### config.mk
export PLATFORM = sky130hd
export DESIGN_NAME = effect_param_bank_controller_flat
export DESIGN_NICKNAME = d
export VERILOG_FILES = /design/src/rtl/effect_param_bank_controller_if.sv /design/src/rtl/effect_param_bank_controller.sv /design/src/flat_wrapper.sv
export SDC_FILE = /design/constraint.sdc
export NUM_CORES = 1
export LEC_CHECK = 0
export CORE_AREA = 2 2 118 120
export CTS_CLUSTER_SIZE = 16
export DETAILED_ROUTE_END_ITERATION = 8
export DIE_AREA = 0 0 120 122
export DONT_BUFFER_PORTS = 1
export GPL_TIMING_DRIVEN = 0
export PLACE_DENSITY = 0.55
export SYNTH_ARGS = -nofsm -noshare
export SYNTH_HDL_FRONTEND = slang
export SYNTH_SLANG_ARGS = --single-unit
### constraint.sdc
create_clock -name CLK -period 12.15 [get_ports CLK]
set_clock_uncertainty 0.2 [all_clocks]
set_input_delay 0 -clock CLK [delete_from_list [all_inputs] [get_ports CLK]]
set_output_delay 0 -clock CLK [all_outputs]
set_load 0.02 [all_outputs]
### src/rtl/effect_param_bank_controller_if.sv
// Bundle of key inputs and parameter-bank outputs for effect_param_bank_controller.
//   master : drives the raw keys, observes the bank (board / bench side)
//   slave  : the controller itself
// Signals:
//   key_up, key_dn, key_sel : raw active-low keys
//   value_flat              : all parameters, param i at [i*W +: W]
//   sel                     : selected parameter index
//   gain_num, gain_den      : selected value and constant denominator
//   update                  : one-cycle pulse when a parameter or sel changes
interface effect_param_bank_controller_if #(
  parameter int unsigned N_PARAMS = 4,
  parameter int unsigned W        = 16
);
  localparam int unsigned SW = (N_PARAMS > 1) ? $clog2(N_PARAMS) : 1;

  logic                  key_up;
  logic                  key_dn;
  logic                  key_sel;
  logic [N_PARAMS*W-1:0] value_flat;
  logic [SW-1:0]         sel;
  logic [W-1:0]          gain_num;
  logic [W-1:0]          gain_den;
  logic                  update;

  modport master (
    output key_up, key_dn, key_sel,
    input  value_flat, sel, gain_num, gain_den, update
  );

  modport slave (
    input  key_up, key_dn, key_sel,
    output value_flat, sel, gain_num, gain_den, update
  );
endinterface

### src/rtl/effect_param_bank_controller.sv
// Push-button controller for a bank of N_PARAMS saturating effect parameters.
// Three active-low keys are synchronised (2 FF) and debounced; a debounced press steps the
// selected parameter up/down with saturation, or advances the selection.
// Optional feature: define AUTO_REPEAT_EN to auto-repeat a held up/dn key.
// Ports:
//   CLK : system clock
//   RST : synchronous active-high reset
//   bus : effect_param_bank_controller_if.slave (keys in; value_flat, sel, gain_num,
//         gain_den, update out)
module effect_param_bank_controller #(
  parameter int unsigned N_PARAMS        = 4,
  parameter int unsigned W               = 16,
  parameter int unsigned MIN_VAL         = 1,
  parameter int unsigned MAX_VAL         = 50,
  parameter int unsigned INIT_VAL        = 1,
  parameter int unsigned STEP            = 1,
  parameter int unsigned GAIN_DEN        = 1,
  parameter int unsigned DEBOUNCE_CYCLES = 16,
  parameter int unsigned REPEAT_DELAY    = 1000,
  parameter int unsigned REPEAT_PERIOD   = 250
) (
  input logic                         CLK,
  input logic                         RST,
  effect_param_bank_controller_if.slave bus
);
  localparam int unsigned SW = (N_PARAMS > 1) ? $clog2(N_PARAMS) : 1;
  localparam int unsigned DW = $clog2(DEBOUNCE_CYCLES + 1);
  localparam int unsigned KUp  = 0;
  localparam int unsigned KDn  = 1;
  localparam int unsigned KSel = 2;

  localparam logic [W:0]   MaxW1  = (W+1)'(MAX_VAL);
  localparam logic [W:0]   MinW1  = (W+1)'(MIN_VAL);
  localparam logic [W:0]   StepW1 = (W+1)'(STEP);
  localparam logic [W-1:0] MaxW   = W'(MAX_VAL);
  localparam logic [W-1:0] MinW   = W'(MIN_VAL);
  localparam logic [W-1:0] StepW  = W'(STEP);

  logic [2:0]    raw;
  logic [2:0]    sync1_q, sync2_q;
  logic [2:0]    deb_q, deb_d;
  logic [2:0]    deb_prev_q;
  logic [DW-1:0] cnt_q [3];
  logic [DW-1:0] cnt_d [3];
  logic [2:0]    press;

  logic [W-1:0]  val_q [N_PARAMS];
  logic [W-1:0]  val_d [N_PARAMS];
  logic [SW-1:0] sel_q, sel_d;
  logic          update_q, update_d;

  logic          rpt_up, rpt_dn;
  logic          up_ev, dn_ev, sel_ev;
  logic [W-1:0]  cur, step_val;
  logic [W:0]    sum;

  assign raw = {bus.key_sel, bus.key_dn, bus.key_up};

  // Debounce: the accepted level only moves after DEBOUNCE_CYCLES consecutive differing samples.
  always_comb begin
    deb_d = deb_q;
    for (int k = 0; k < 3; k++) begin
      cnt_d[k] = '0;
      if (sync2_q[k] != deb_q[k]) begin
        if (cnt_q[k] == DW'(DEBOUNCE_CYCLES - 1)) begin
          deb_d[k] = sync2_q[k];
        end else begin
          cnt_d[k] = cnt_q[k] + DW'(1);
        end
      end
    end
  end

  // Falling edge of the debounced level; release produces nothing.
  assign press = deb_prev_q & ~deb_q;

`ifdef AUTO_REPEAT_EN
  localparam int unsigned RptMax = (REPEAT_DELAY > REPEAT_PERIOD) ? REPEAT_DELAY : REPEAT_PERIOD;
  localparam int unsigned RW     = $clog2(RptMax + 1);

  logic [RW-1:0] rpt_cnt_q, rpt_cnt_d;
  logic          rpt_phase_q, rpt_phase_d;
  logic          rpt_hold, rpt_fire;

  // Levels are active-low, so XOR is true when exactly one of up/dn is held.
  // The counter is 0 in the press-event cycle and counts cycles since the last step.
  always_comb begin
    rpt_hold    = deb_q[KUp] ^ deb_q[KDn];
    rpt_fire    = 1'b0;
    rpt_cnt_d   = '0;
    rpt_phase_d = 1'b0;
    if (rpt_hold) begin
      rpt_phase_d = rpt_phase_q;
      if (rpt_cnt_q == (rpt_phase_q ? RW'(REPEAT_PERIOD) : RW'(REPEAT_DELAY))) begin
        rpt_fire    = 1'b1;
        rpt_cnt_d   = RW'(1);
        rpt_phase_d = 1'b1;
      end else begin
        rpt_cnt_d = rpt_cnt_q + RW'(1);
      end
    end
  end

  always_ff @(posedge CLK) begin
    if (RST) begin
      rpt_cnt_q   <= '0;
      rpt_phase_q <= 1'b0;
    end else begin
      rpt_cnt_q   <= rpt_cnt_d;
      rpt_phase_q <= rpt_phase_d;
    end
  end

  assign rpt_up = rpt_fire & ~deb_q[KUp];
  assign rpt_dn = rpt_fire & ~deb_q[KDn];
`else
  assign rpt_up = 1'b0;
  assign rpt_dn = 1'b0;
`endif

  assign up_ev  = press[KUp] | rpt_up;
  assign dn_ev  = press[KDn] | rpt_dn;
  assign sel_ev = press[KSel];

  // Step the old selection, then advance sel on the same edge.
  always_comb begin
    for (int i = 0; i < N_PARAMS; i++) begin
      val_d[i] = val_q[i];
    end
    sel_d    = sel_q;
    update_d = 1'b0;
    cur      = val_q[sel_q];
    sum      = {1'b0, cur} + StepW1;
    step_val = cur;
    if (up_ev && !dn_ev) begin
      step_val = (sum > MaxW1) ? MaxW : sum[W-1:0];
    end else if (dn_ev && !up_ev) begin
      step_val = ({1'b0, cur} < (MinW1 + StepW1)) ? MinW : (cur - StepW);
    end
    if (step_val != cur) begin
      val_d[sel_q] = step_val;
      update_d     = 1'b1;
    end
    if (sel_ev && (N_PARAMS > 1)) begin
      sel_d    = (sel_q == SW'(N_PARAMS - 1)) ? '0 : (sel_q + SW'(1));
      update_d = 1'b1;
    end
  end

  always_ff @(posedge CLK) begin
    if (RST) begin
      sync1_q    <= '1;
      sync2_q    <= '1;
      deb_q      <= '1;
      deb_prev_q <= '1;
      for (int k = 0; k < 3; k++) begin
        cnt_q[k] <= '0;
      end
      for (int i = 0; i < N_PARAMS; i++) begin
        val_q[i] <= W'(INIT_VAL);
      end
      sel_q    <= '0;
      update_q <= 1'b0;
    end else begin
      sync1_q    <= raw;
      sync2_q    <= sync1_q;
      deb_q      <= deb_d;
      deb_prev_q <= deb_q;
      for (int k = 0; k < 3; k++) begin
        cnt_q[k] <= cnt_d[k];
      end
      for (int i = 0; i < N_PARAMS; i++) begin
        val_q[i] <= val_d[i];
      end
      sel_q    <= sel_d;
      update_q <= update_d;
    end
  end

  always_comb begin
    bus.value_flat = '0;
    for (int i = 0; i < N_PARAMS; i++) begin
      bus.value_flat[i*W +: W] = val_q[i];
    end
  end

  assign bus.sel      = sel_q;
  assign bus.gain_num = val_q[sel_q];
  assign bus.gain_den = W'(GAIN_DEN);
  assign bus.update   = update_q;
endmodule
### src/flat_wrapper.sv
// flat-port wrapper written by rule: the top's interface ports become plain ports
module effect_param_bank_controller_flat 
#(
  parameter int unsigned N_PARAMS        = 4,
  parameter int unsigned W               = 16,
  parameter int unsigned MIN_VAL         = 1,
  parameter int unsigned MAX_VAL         = 50,
  parameter int unsigned INIT_VAL        = 1,
  parameter int unsigned STEP            = 1,
  parameter int unsigned GAIN_DEN        = 1,
  parameter int unsigned DEBOUNCE_CYCLES = 16,
  parameter int unsigned REPEAT_DELAY    = 1000,
  parameter int unsigned REPEAT_PERIOD   = 250
)
  (CLK, RST, bus_key_up, bus_key_dn, bus_key_sel, bus_value_flat, bus_sel, bus_gain_num, bus_gain_den, bus_update);
  effect_param_bank_controller_if #(.N_PARAMS(N_PARAMS), .W(W)) bus_i ();
  input logic CLK;
  input logic RST;
  input wire logic [$bits(bus_i.key_up)-1:0] bus_key_up;
  input wire logic [$bits(bus_i.key_dn)-1:0] bus_key_dn;
  input wire logic [$bits(bus_i.key_sel)-1:0] bus_key_sel;
  output wire logic [$bits(bus_i.value_flat)-1:0] bus_value_flat;
  output wire logic [$bits(bus_i.sel)-1:0] bus_sel;
  output wire logic [$bits(bus_i.gain_num)-1:0] bus_gain_num;
  output wire logic [$bits(bus_i.gain_den)-1:0] bus_gain_den;
  output wire logic [$bits(bus_i.update)-1:0] bus_update;
  assign bus_i.key_up = bus_key_up;
  assign bus_i.key_dn = bus_key_dn;
  assign bus_i.key_sel = bus_key_sel;
  assign bus_value_flat = bus_i.value_flat;
  assign bus_sel = bus_i.sel;
  assign bus_gain_num = bus_i.gain_num;
  assign bus_gain_den = bus_i.gain_den;
  assign bus_update = bus_i.update;
  effect_param_bank_controller #(.N_PARAMS(N_PARAMS), .W(W), .MIN_VAL(MIN_VAL), .MAX_VAL(MAX_VAL), .INIT_VAL(INIT_VAL), .STEP(STEP), .GAIN_DEN(GAIN_DEN), .DEBOUNCE_CYCLES(DEBOUNCE_CYCLES), .REPEAT_DELAY(REPEAT_DELAY), .REPEAT_PERIOD(REPEAT_PERIOD)) u_core (.CLK(CLK), .RST(RST), .bus(bus_i));
endmodule
==> impl_results.md <==
* Outcome: completed
* Critical path type: reg2reg
* Drt pass-1 iters at 4
* Final Cell Area at 5901 sq um
* Die X-Extent at 120 um
* Worst-Margin Slew at 0.7903 ns
* Setup violations, final at 0
* CP max-delay cell: clkbuf_1
* Crit path launch type: flop
* RSZ-0062 raised after global routing: false
* Overall power at 0.0006302 W
* Post-synthesis sequential area ratio at 36.36%
* Ys Warns at 0
* CTS sink cnt at 96
* Total Die Area at 14,640 sq um
* Setup_tns at 0 ns
* Number of synthesized flops with an enable pin at 0
* Vias in the first global route at 3,919
* WP data arrival at 5.16 ns
* Antenna diode instance count at 0
* VDD IR max at 0.09511 mV
* Slowest cell delay on critical path at 0.56 ns
* Post-CTS Setup Repair Bufs at 0
* Area leader, netlist: dfxtp_1
* #FFs+latches synth at 96
* First-pass GRT wire length at 22,670 um
* CP bufs+invs at 4
* DR vias at 3,977
* Area delta synth->final at 11.65%
* Clk_lat worst skew at 0.35 ns
* FMAX at 195.2 MHz
* Vias per cell at 5.324
* HPWL after DPL at 10,720 um
* Row cnt at 43
* Worst-path cell chain: buf_2 > buf_2 > mux4_2 > clkbuf_1 > ha_1 > clkbuf_1 > nand3_1 > or4_1 > o211ai_1 > nand4_1 > o221ai_4 > o21ai_4 > mux2_1
* Post-Synthesis Cells at 534
* Non-filler cells, final at 747
* Pin count of the biggest net entering global routing at 17
* Top delay family on crit path: buffers and inverters
* Max-capacitance violation count at 0
* P per Cell Area at 106.8 nW/um^2
* Cell Area, Synth at 5285 sq um
* Die Height at 122 um
* Slew margin rel. at 46.91%
* GPL Wtd Cong at 0.8825
* Initial core utilization at 39.14%
* Top-count cell post-synth: dfxtp_1
* Initial detailed-routing violation count at 211
* Fin. Hold Viols at 0
* CTS resizes at 0
* CTS Buffer Depth at 2
* Area share of the largest cell type after synthesis at 36.36%
* Number of I/O port buffers at 0
* Core ar. at 13,500 sq um
* Final nets at 580
* CTS Buf Count at 9
* Placed cells at 728
* Kind of end point of the critical path: flop
* Final period utilization at 42.17%
* Per-cell routed wire length at 19.24 um
* P_leak at 2.510 nW
* Asr flop ratio synth at 0%
* H-Tree Depth at 3
* Ys flop type: dfxtp_1
* Final Critical Period at 5.124 ns
* Top cells by area, synth: dfxtp_1, mux2i_1, nand2b_1
* Clock-pin slew on the worst setup and hold paths at 0.06 ns
* WP data required at 12.18 ns
* Post-route DRC at 0
* Syn Area/Cell at 9.897 sq um
* Total gr overflow at 0
* Final Max Slew Viols at 0
* CTS root buf: clkbuf_16
* Total GRT Usage at 20.37%
* Synth top cells by count: dfxtp_1, mux2i_1, nand2b_1, nor2_1, nand2_1
* Crit Path Max Fanout at 12
* # IOs at 104
* WL final at 14,370 um
* Yosys cell types at 55
* Initial antenna violation count at 0
* Hold Crit Class: in2reg
* Share of layout cells above drive strength 1 at 14.64%
* CTS tree: yes
* Placed instance area at 5563 sq um
* Post-route antenna net violation count at 0
==> metrics by stage <==
stage	hold slack (ns)	setup slack, ns	utilization [%]
3_3_place_gp	-0.09478	7.108	41.19
4_1_cts	0.06456	7.029	43.70
5_1_grt	0.08152	6.742	43.70
3_5_place_dp	-0.09414	7.044	41.19
2_1_floorplan	-0.09619	8.067	-
6_report	0.07373	7.026	43.70
==> final cells by class <==
cell class	count	area (sq um)
Fill cell	1317	7604
Multi-Input combinational cell	393	3038
Sequential cell	96	1922
Buffer	45	325.3
Clock buffer	10	239.0
Tap cell	180	225.2
Clock inverter	6	68.82
Inverter	14	52.55
Timing Repair Buffer	3	30.03
==> final timing paths <==
path	from	end	slack, ns	cells after the start
setup / recovery	flop	u_core.val_q[3][4]	7.03	13
hold / removal	bus_key_sel	u_core.sync1_q[2]	0.07	2
setup reg to reg	flop	u_core.val_q[3][4]	7.03	13
hold reg to reg	u_core.sync1_q[2]	u_core.sync2_q[2]	0.21	1
==> cells in the final DEF, fill, tap and decap left out, types with 3 or more instances in the layout <==
cell type | netlist | routed
xor2_1 | 8 | 8
nand2b_1 | 56 | 56
a21oi_1 | 7 | 7
inv_1 | 14 | 14
o21ai_4 | 4 | 4
nand4_1 | 5 | 5
or2_2 | 11 | 11
o21ai_0 | 6 | 6
mux4_1 | 3 | 3
o32ai_1 | 3 | 3
clkbuf_16 | 0 | 9
nand3_1 | 11 | 11
conb_1 | 2 | 16
nor2b_1 | 16 | 16
buf_6 | 3 | 3
and2_1 | 3 | 3
mux4_2 | 12 | 12
mux2i_1 | 61 | 61
buf_4 | 16 | 16
nor3_1 | 13 | 13
nor2_1 | 45 | 45
dfxtp_1 | 96 | 96
clkinv_4 | 0 | 3
ha_1 | 13 | 13
clkbuf_1 | 14 | 14
buf_12 | 4 | 4
xnor2_1 | 18 | 18
nand2_1 | 22 | 22
buf_2 | 7 | 7
and3_1 | 5 | 5
dlygate4sd3_1 | 0 | 3
mux2_4 | 3 | 3
mux2_1 | 5 | 5
or3_1 | 7 | 7
a211o_1 | 5 | 5
nor4_1 | 7 | 7
==> registers in the layout, summed over array words and instances, names as in the netlist, named ones only <==
name               flops
u_core.val_q          64
u_core.cnt_q          15
u_core.deb_prev_q      3
u_core.deb_q           3
u_core.sync1_q         3
u_core.sync2_q         3
u_core.bus.sel         2
u_core.bus.update      1
==> per-layer routing <==
metal / wire length [um] / share of wire (%) / vias up / track usage (%)
met1: 6169 / 43 / 1962 / 25.67
met5: 0 / 0 / - / 0
li1: - / - / 1884 / -
met2: 6831 / 48 / 112 / 32.60
met3: 1055 / 7.3 / 19 / 6.227
met4: 312 / 2.2 / 0 / 8.162
==> power breakdown <==
part	total [W]	internal [W]	leakage (nW)	switching, W
Clock	0.000293	0.000166	0.149	0.000127
Sequential	0.000316	0.000316	0.775	0.000000577
Combinational	0.0000211	0.00000849	1.59	0.0000126
Total	0.000630	0.000490	2.51	0.000140
==> cell families (layout without fill, tap and decap cells) <==
| family | Yosys count | count (layout) | synth area share [%] |
|---|---|---|---|
| AOI/OAI and AO/OA | 42 | 42 | 6.747 |
| xor gates and xnor gates | 26 | 26 | 4.309 |
| and+or+nand+nor | 211 | 211 | 21.92 |
| adders and majority gates | 13 | 13 | 3.078 |
| muxes | 85 | 85 | 20.29 |
| buffers and inverters | 59 | 78 | 7.150 |
| DFF | 96 | 96 | 36.36 |
| other | 2 | 16 | 0.1421 |
==> repair_timing <==
| action | 4_1_cts | 5_1_grt |
|---|---|---|
| hold buffers | 3 | 0 |
| endpoints found under the hold margin | 3 | 0 |
| endpoints found under the setup margin | 0 | 0 |
Power figures use the tool's default switching activity.
